File: src/rtl/seg7_capture.sv
// Snoops a multiplexed 4-digit 7-segment bus and recovers the BCD value shown on each digit.
// A pattern is accepted once it has been sampled unchanged for STABLE_CYCLES consecutive cycles.
module seg7_capture #(
  parameter int STABLE_CYCLES = 4,
  parameter int CNT_W         = 8
) (
  input  logic       clk_i,
  input  logic       rst_i,
  input  logic       a_i,
  input  logic       b_i,
  input  logic       c_i,
  input  logic       d_i,
  input  logic       e_i,
  input  logic       f_i,
  input  logic       g_i,
  input  logic [3:0] an_i,
  input  logic       clr_err_i,
  output logic [3:0] digit0_o,
  output logic [3:0] digit1_o,
  output logic [3:0] digit2_o,
  output logic [3:0] digit3_o,
  output logic [3:0] blank_o,
  output logic [3:0] err_flags_o,
  output logic       seg_err_o,
  output logic       frame_valid_o
);

  localparam logic [CNT_W:0] STABLE_L = (CNT_W+1)'(STABLE_CYCLES);

  logic [10:0]      sample_q, prev_q;
  logic [CNT_W-1:0] cnt_q, cnt_d;
  logic [CNT_W:0]   run_len;
  logic             accept, acc_valid;
  logic [3:0]       an_w;
  logic [6:0]       seg_w;
  logic             an_onehot;
  logic [3:0]       dec_val;
  logic             dec_blank, dec_err;
  logic [3:0]       seen_q, seen_d, seen_hit;
  logic             seg_err_q, seg_err_d, frame_valid_q, frame_valid_d;
  logic [3:0]       digit_w [4];

  assign an_w  = sample_q[10:7];
  assign seg_w = sample_q[6:0];

  // run_len is how many consecutive samples (including the current one) equal sample_q
  always_comb begin
    run_len   = (sample_q == prev_q) ? ({1'b0, cnt_q} + 1'b1) : (CNT_W+1)'(1);
    cnt_d     = (run_len > STABLE_L) ? STABLE_L[CNT_W-1:0] : run_len[CNT_W-1:0];
    accept    = (run_len == STABLE_L);
    an_onehot = (an_w != 4'd0) && ((an_w & (an_w - 4'd1)) == 4'd0);
    acc_valid = accept && an_onehot;
  end

  always_comb begin
    dec_val = 4'hE;
    case (seg_w)
      7'h7E: dec_val = 4'd0;
      7'h30: dec_val = 4'd1;
      7'h6D: dec_val = 4'd2;
      7'h79: dec_val = 4'd3;
      7'h33: dec_val = 4'd4;
      7'h5B: dec_val = 4'd5;
      7'h5F: dec_val = 4'd6;
      7'h70: dec_val = 4'd7;
      7'h7F: dec_val = 4'd8;
      7'h7B: dec_val = 4'd9;
      7'h00: dec_val = 4'hF;
      default: dec_val = 4'hE;
    endcase
    dec_blank = (seg_w == 7'h00);
    dec_err   = (dec_val == 4'hE);
  end

  always_comb begin
    seen_hit      = seen_q | an_w;
    seen_d        = seen_q;
    frame_valid_d = 1'b0;
    seg_err_d     = acc_valid && dec_err;
    if (acc_valid) begin
      if (seen_hit == 4'b1111) begin
        frame_valid_d = 1'b1;
        seen_d        = 4'b0000;
      end else begin
        seen_d = seen_hit;
      end
    end
  end

  always_ff @(posedge clk_i) begin
    if (rst_i) begin
      sample_q      <= '0;
      prev_q        <= '0;
      cnt_q         <= '0;
      seen_q        <= '0;
      seg_err_q     <= 1'b0;
      frame_valid_q <= 1'b0;
    end else begin
      sample_q      <= {an_i, a_i, b_i, c_i, d_i, e_i, f_i, g_i};
      prev_q        <= sample_q;
      cnt_q         <= cnt_d;
      seen_q        <= seen_d;
      seg_err_q     <= seg_err_d;
      frame_valid_q <= frame_valid_d;
    end
  end

  for (genvar gi = 0; gi < 4; gi++) begin : g_digit
    logic [3:0] val_q;
    logic       blank_q, err_q;
    logic       hit;

    assign hit = acc_valid && an_w[gi];

    // A new error on this digit wins over a coincident clear
    always_ff @(posedge clk_i) begin
      if (rst_i) begin
        val_q   <= 4'hF;
        blank_q <= 1'b1;
        err_q   <= 1'b0;
      end else begin
        if (hit) begin
          val_q   <= dec_val;
          blank_q <= dec_blank;
        end
        if (hit && dec_err)
          err_q <= 1'b1;
        else if (clr_err_i)
          err_q <= 1'b0;
      end
    end

    assign digit_w[gi]     = val_q;
    assign blank_o[gi]     = blank_q;
    assign err_flags_o[gi] = err_q;
  end

  assign digit0_o      = digit_w[0];
  assign digit1_o      = digit_w[1];
  assign digit2_o      = digit_w[2];
  assign digit3_o      = digit_w[3];
  assign seg_err_o     = seg_err_q;
  assign frame_valid_o = frame_valid_q;

endmodule

File: config.mk
export PLATFORM = sky130hd
export DESIGN_NAME = seg7_capture
export DESIGN_NICKNAME = d
export VERILOG_FILES = /design/src/rtl/seg7_capture.sv
export SDC_FILE = /design/constraint.sdc
export NUM_CORES = 1
export LEC_CHECK = 0
export ABC_AREA = 1
export BUFFER_PORTS_ARGS = -buffer_cell sky130_fd_sc_hd__buf_2
export CAP_MARGIN = 25
export CELL_PAD_IN_SITES_DETAIL_PLACEMENT = 0
export CELL_PAD_IN_SITES_GLOBAL_PLACEMENT = 1
export CORE_MARGIN = 1.5
export CORE_UTILIZATION = 44
export DETAILED_ROUTE_END_ITERATION = 8
export GPL_TIMING_DRIVEN = 1
export PLACE_DENSITY_LB_ADDON = 0.1
export SLEW_MARGIN = 30
export SYNTH_ARGS = -nofsm -noshare
export SYNTH_HDL_FRONTEND = slang
export SYNTH_SLANG_ARGS = --single-unit
File: constraint.sdc
create_clock -name clk_i -period 3 [get_ports clk_i]
set_input_delay 0 -clock clk_i [delete_from_list [all_inputs] [get_ports clk_i]]
set_output_delay 0 -clock clk_i [all_outputs]
set_load 0.005 [all_outputs]
== Word level (Yosys, flattened, before mapping) ==
Cells that the tools add are included.
Storage, ports and cells
  register bits after elaboration: 60
  output and inout port bits: 26
  bits in read-only memories: 0
  logic and storage cells: 69
  RAM bits: 0
  latch bits: 0
  memories: 0
  bits of input ports: 14
Operators by class
  div/mod/pow operators: 0
  $lt $le $gt $ge: 1
  multipliers: 0
  mux-type cells: 10
  bitwise logic cells: 3
  $add $sub $neg: 2
  shift operators: 0
  equality and inequality tests: 14
  reductions and logical operators: 20
Operator list (number)
  $eq A7 B7 Y1 const B: 8
  $pmux W4 S11: 1
  $eq A7 B6 Y1 const B: 2
  $eq A11 B11 Y1: 1
  $logic_and A1 B1 Y1: 11
  $add A8 B1 Y9 const B: 1
  $eq A9 B3 Y1 const B: 1
  $gt A9 B3 Y1 const B: 1
  $mux W9: 1
  $eq A4 B4 Y1 const B: 2
  $reduce_bool A2 Y1: 4
  $logic_not A7 Y1: 1
  $mux W1: 6
  $and A4 B4 Y4: 1
  $logic_not A4 Y1: 1
  $mux W4: 1
  $or A4 B4 Y4: 1
  $reduce_bool A4 Y1: 1
  $reduce_or A2 Y1: 2
  $sub A4 B1 Y4 const B: 1
  $mux W3: 1
  $not A1 Y1: 1

== Depth between registers and ports, before layout ==
  word-level depth: 8
  depth in mapped cells: 14
  mapped depth without buffers: 13

== Worst setup path before layout ==
No wires, ideal clock.
  path type: register -> register
  from: register cnt_q[0]
  to: register g_digit[0].val_q[1] (netlist: digit0_o[1])
  arrival: 1.596 ns
  library setup time: 0.130 ns
  required time: 2.870 ns
  path slack: 1.274 ns
  buffers on the path: 1
  period minus slack after synthesis: 1.726 ns
  stages on the path, launching flop included: 12
  cell sequence: dfxtp_1 ha_1 nand2_2 nor2_2 nand2_1 a21oi_2 nand3_2 nor2_4 buf_12 nand3_4 nand2_1 nand3_1
On the way
  longest elaborated chain between the ends: 5
RTL lines
  start: declaration: line 31  | logic [CNT_W-1:0] cnt_q, cnt_d;
  start signal: assignment: line 101  | cnt_q <= cnt_d;
  $add A8 B1 Y9: line 48  | run_len = (sample_q == prev_q) ? ({1'b0, cnt_q} + 1'b1) : (CNT_W+1)'(1);
  $mux W9: line 48
  $eq A9 B3 Y1: line 50  | accept = (run_len == STABLE_L);
  $logic_and A1 B1 Y1: line 52  | acc_valid = accept && an_onehot;
  $logic_and A1 B1 Y1: line 113  | assign hit = acc_valid && an_w[gi];
  end signal: assignment: line 123  | val_q <= dec_val;
  end: declaration: line 109  | logic [3:0] val_q;
Every way passes these cells.
A chain may end at the register's enable or synchronous reset.

== Worst setup path in the final report ==
  from: register sample_q[9]
  to: register seen_q[1]
On the way
  longest elaborated chain between the ends: 5
  elaborated cells between the ends (all ways): 12
  classes of those cells: add/sub: 1; eq/ne: 3; mux: 2; bitwise: 2; reduce/logical: 4
RTL lines
  start: declaration: line 30  | logic [10:0] sample_q, prev_q;
  start signal: assignment: line 99  | sample_q <= {an_i, a_i, b_i, c_i, d_i, e_i, f_i, g_i};
  $sub A4 B1 Y4: line 51  | an_onehot = (an_w != 4'd0) && ((an_w & (an_w - 4'd1)) == 4'd0);
  $and A4 B4 Y4: line 51
  $logic_not A4 Y1: line 51
  $logic_and A1 B1 Y1: line 51
  $logic_and A1 B1 Y1: line 52
  end signal: assignment: line 102  | seen_q <= seen_d;
  end: declaration: line 39  | logic [3:0] seen_q, seen_d, seen_hit;
Parallel ways exist; a longest one is shown, timed or not.

==> results.md <==
- Outcome: finished clean
- Area delta synth->final: 16.5%
- Core Region: 0.00603 mm²
- F_max: 425 MHz
- Total Routing Usage GR: 18.8%
- Post-CTS Setup Bufs: 0
- H-tree lvl count: 3
- Crit-path max FO: 21
- Largest cells by area after synthesis: dfxtp_1, nand2_1, inv_1, nand4_1, nor2_1
- Initial Util: 46.3%
- Area of the multi-input gates: 0.00122 mm²
- Fillers: 625
- Top cell family by delay on the critical path: simple AND/OR/NAND/NOR gates
- Clock skew: 0.00919 ns
- Cell repeated most along the worst path: nand2_1
- Via density: 4.82
- Setup crit start: sample_q[9]$_SDFF_PP0_
- Max cap viols: 0
- Hold Startpoint: rst_i
- Antenna fix cells: 0
- Fin. max-slew vios: 0
- Die X: 82.6 µm
- Post-synth EDFFs: 0
- Via count: 2399
- Port bufs: 39
- Routed Antenna Nets: 0
- CTS tree: yes
- Synth Warn #: 0
- Final-stage net count: 435
- Count of different cell masters after synthesis: 34
- Pwr Total: 1.69 mW
- Post-synthesis sequential element count: 60
- Hold slack final: 0.142 ns
- CP max stage delay: 0.57 ns
- CTS root buf: clkbuf_8
- Num rows: 28
- First-pass GRT wire length: 9570 µm
- GR Overflow Total: 0
- Most instantiated library cell after synthesis: nand2_1
- Area fraction of the dominant cell type after synthesis: 43.0%
- DRT Wirelength: 5680 µm
- Setup CP Type: register to register
- Most used flip-flop cell after synthesis: dfxtp_1
- Clk buf depth: 2
- Die span in y: 82.6 µm
- PD cells: 519 mW/mm²
- Avg Cell Area, Syn: 7.46 µm²
- Initial antenna violation count: 0
- Critical path launch point type: register
- Vias in the first global route: 2135
- Drt wl/cell: 11.4 µm
- Yosys top cell by area: dfxtp_1
- DRT Pass-1 Iters: 4
- CTS resizes: 0
- Req. time, crit path: 3.22 ns
- Detailed placement HPWL: 4100 µm
- Clk sinks: 60
- Initial DRC count: 93
- Final Setup Violations: 0
- Max_slew headroom: 49.8%
- Period Utilization, post-route: 78.4%
- Hold Vio Cnt, Final: 0
- Drc violations: 0
- Slew @ Worst Pin: 0.752 ns
- Synth top cells by count: nand2_1, dfxtp_1, inv_1
- Total CTS buffers: 9
- CP Cell Sequence: inv_1 -> nand2_1 -> nand2_1 -> nor2_1 -> nand2_1 -> nor2_1 -> nand4_1 -> nor2_4 -> nand2_1 -> o21ai_2 -> nor2_1
- Worst EP arrival: 2.57 ns
- CTS clock-pin slew for the worst setup and hold paths: 0.07 ns
- Layout cells sized above 1: 18.9%
- Crit path buf inv count: 1
- RR Startpoint: sample_q[9]$_SDFF_PP0_
- Ports: 40
- Fraction of registers with async set/reset: 0%
- Critical Path Slowest Stage Cell: dfxtp_1
- Hold Path Class: input port to register
- Unrepaired setup endpoints after global routing: false
- Setup TNS: 0 ns
- Max rail drop VDD: 0.298 mV
- GPL Wtd Cong: 0.838
- Minimum clock period: 2.35 ns
- Crit path capture type: register
- Seq/Total Area, Yosys: 43.0%
- Worst skew pair latency: 0.34 ns
- Die Area: 0.00683 mm²
- Netlist Area Pre-Place: 0.00279 mm²
- Post-CTS Hold Fix Bufs: 12
- Sequential cell area: 0.00120 mm²
- Leakage: 1.53 nW
- Synthesized instance count: 374
- Largest net degree at the start of global routing: 31
- Core Util, Final: 54.0%
-- worst register-to-register path, delay by kind of cell (launching register included) --
| kind | cells | cell delay, ns |
|---|---|---|
| AND/OR/NAND/NOR | 9 | 1.29 |
| flip-flops | 1 | 0.57 |
| AO/OA/AOI/OAI | 1 | 0.23 |
| buffers and inverters | 1 | 0.14 |
-- registers in the layout, summed over array words and instances (netlist names) --
signal	cells
prev_q	11
sample_q	11
cnt_q	8
digit0_o	4
digit1_o	4
digit2_o	4
digit3_o	4
g_digit.blank_q	4
g_digit.err_q	4
seen_q	4
frame_valid_o	1
seg_err_o	1
-- final timing paths --
kind / cells after the start / endpoint / slack [ns]
max reg2reg: 11 / seen_q[1]$_SDFFE_PP0N_ / 0.65
min: 3 / prev_q[6]$_SDFF_PP0_ / 0.14
min reg2reg: 2 / digit2_o[0]$_SDFFE_PP1P_ / 0.45
max: 11 / seen_q[1]$_SDFFE_PP0N_ / 0.65
-- cells by family (layout without fill, tap and decap cells) --
family	count (synthesis)	in the layout	share of synthesized area [%]
other cells	1	5	0.134
simple gates	214	214	37.2
xor+xnor	6	6	1.88
flops	60	60	43.0
fa+ha+maj	1	1	0.448
buf+inv	78	123	13.9
compound gates	14	14	3.32
-- per-layer routing --
metal | part of all wire (%) | vias up | global-route usage [%]
li1 | - | 1273 | -
met1 | 51 | 1063 | 26.0
met2 | 43 | 52 | 27.7
met3 | 3.9 | 11 | 4.07
met4 | 1.9 | 0 | 8.83
met5 | 0 | - | 0
-- report_power, final --
| part | switching [mW] | internal [mW] | total [mW] |
|---|---|---|---|
| logic | 0.0823 | 0.0471 | 0.129 |
| clock network | 0.298 | 0.419 | 0.717 |
| registers | 0.0248 | 0.816 | 0.840 |
| total | 0.405 | 1.28 | 1.69 |
-- through the flow --
step | worst slack [ns] | cells | area [µm²]
finish | 0.648 | 498 | 3250
global route | 0.304 | 498 | 3250
CTS | 0.629 | 498 | 3250
detailed placement | 0.672 | 472 | 2940
global placement | 0.742 | 472 | 2940
floorplan | 1.27 | 378 | 2810
-- placed cells by master, fill, tap and decap left out, types with 4 or more instances in the layout --
cell type       n
nand2_1        82
dfxtp_1        60
inv_1          53
nor2_1         46
buf_2          39
nand4_1        30
nand3_1        30
dlygate4sd3_1  12
clkbuf_8       11
nand2_2         8
xnor2_1         6
a21oi_1         5
conb_1          5
nor3_1          4
nand3_4         4
-- layout make-up --
cell class              count  area share (%)
well taps                  75            2.89
multi-input cells         240            37.5
inverters                  55            6.43
flip-flops and latches     60            36.9
repair buffers             54            10.4
clock inverters             2            1.08
clock buffers              12            4.77
No activity file was read; power rests on OpenSTA's default activity.
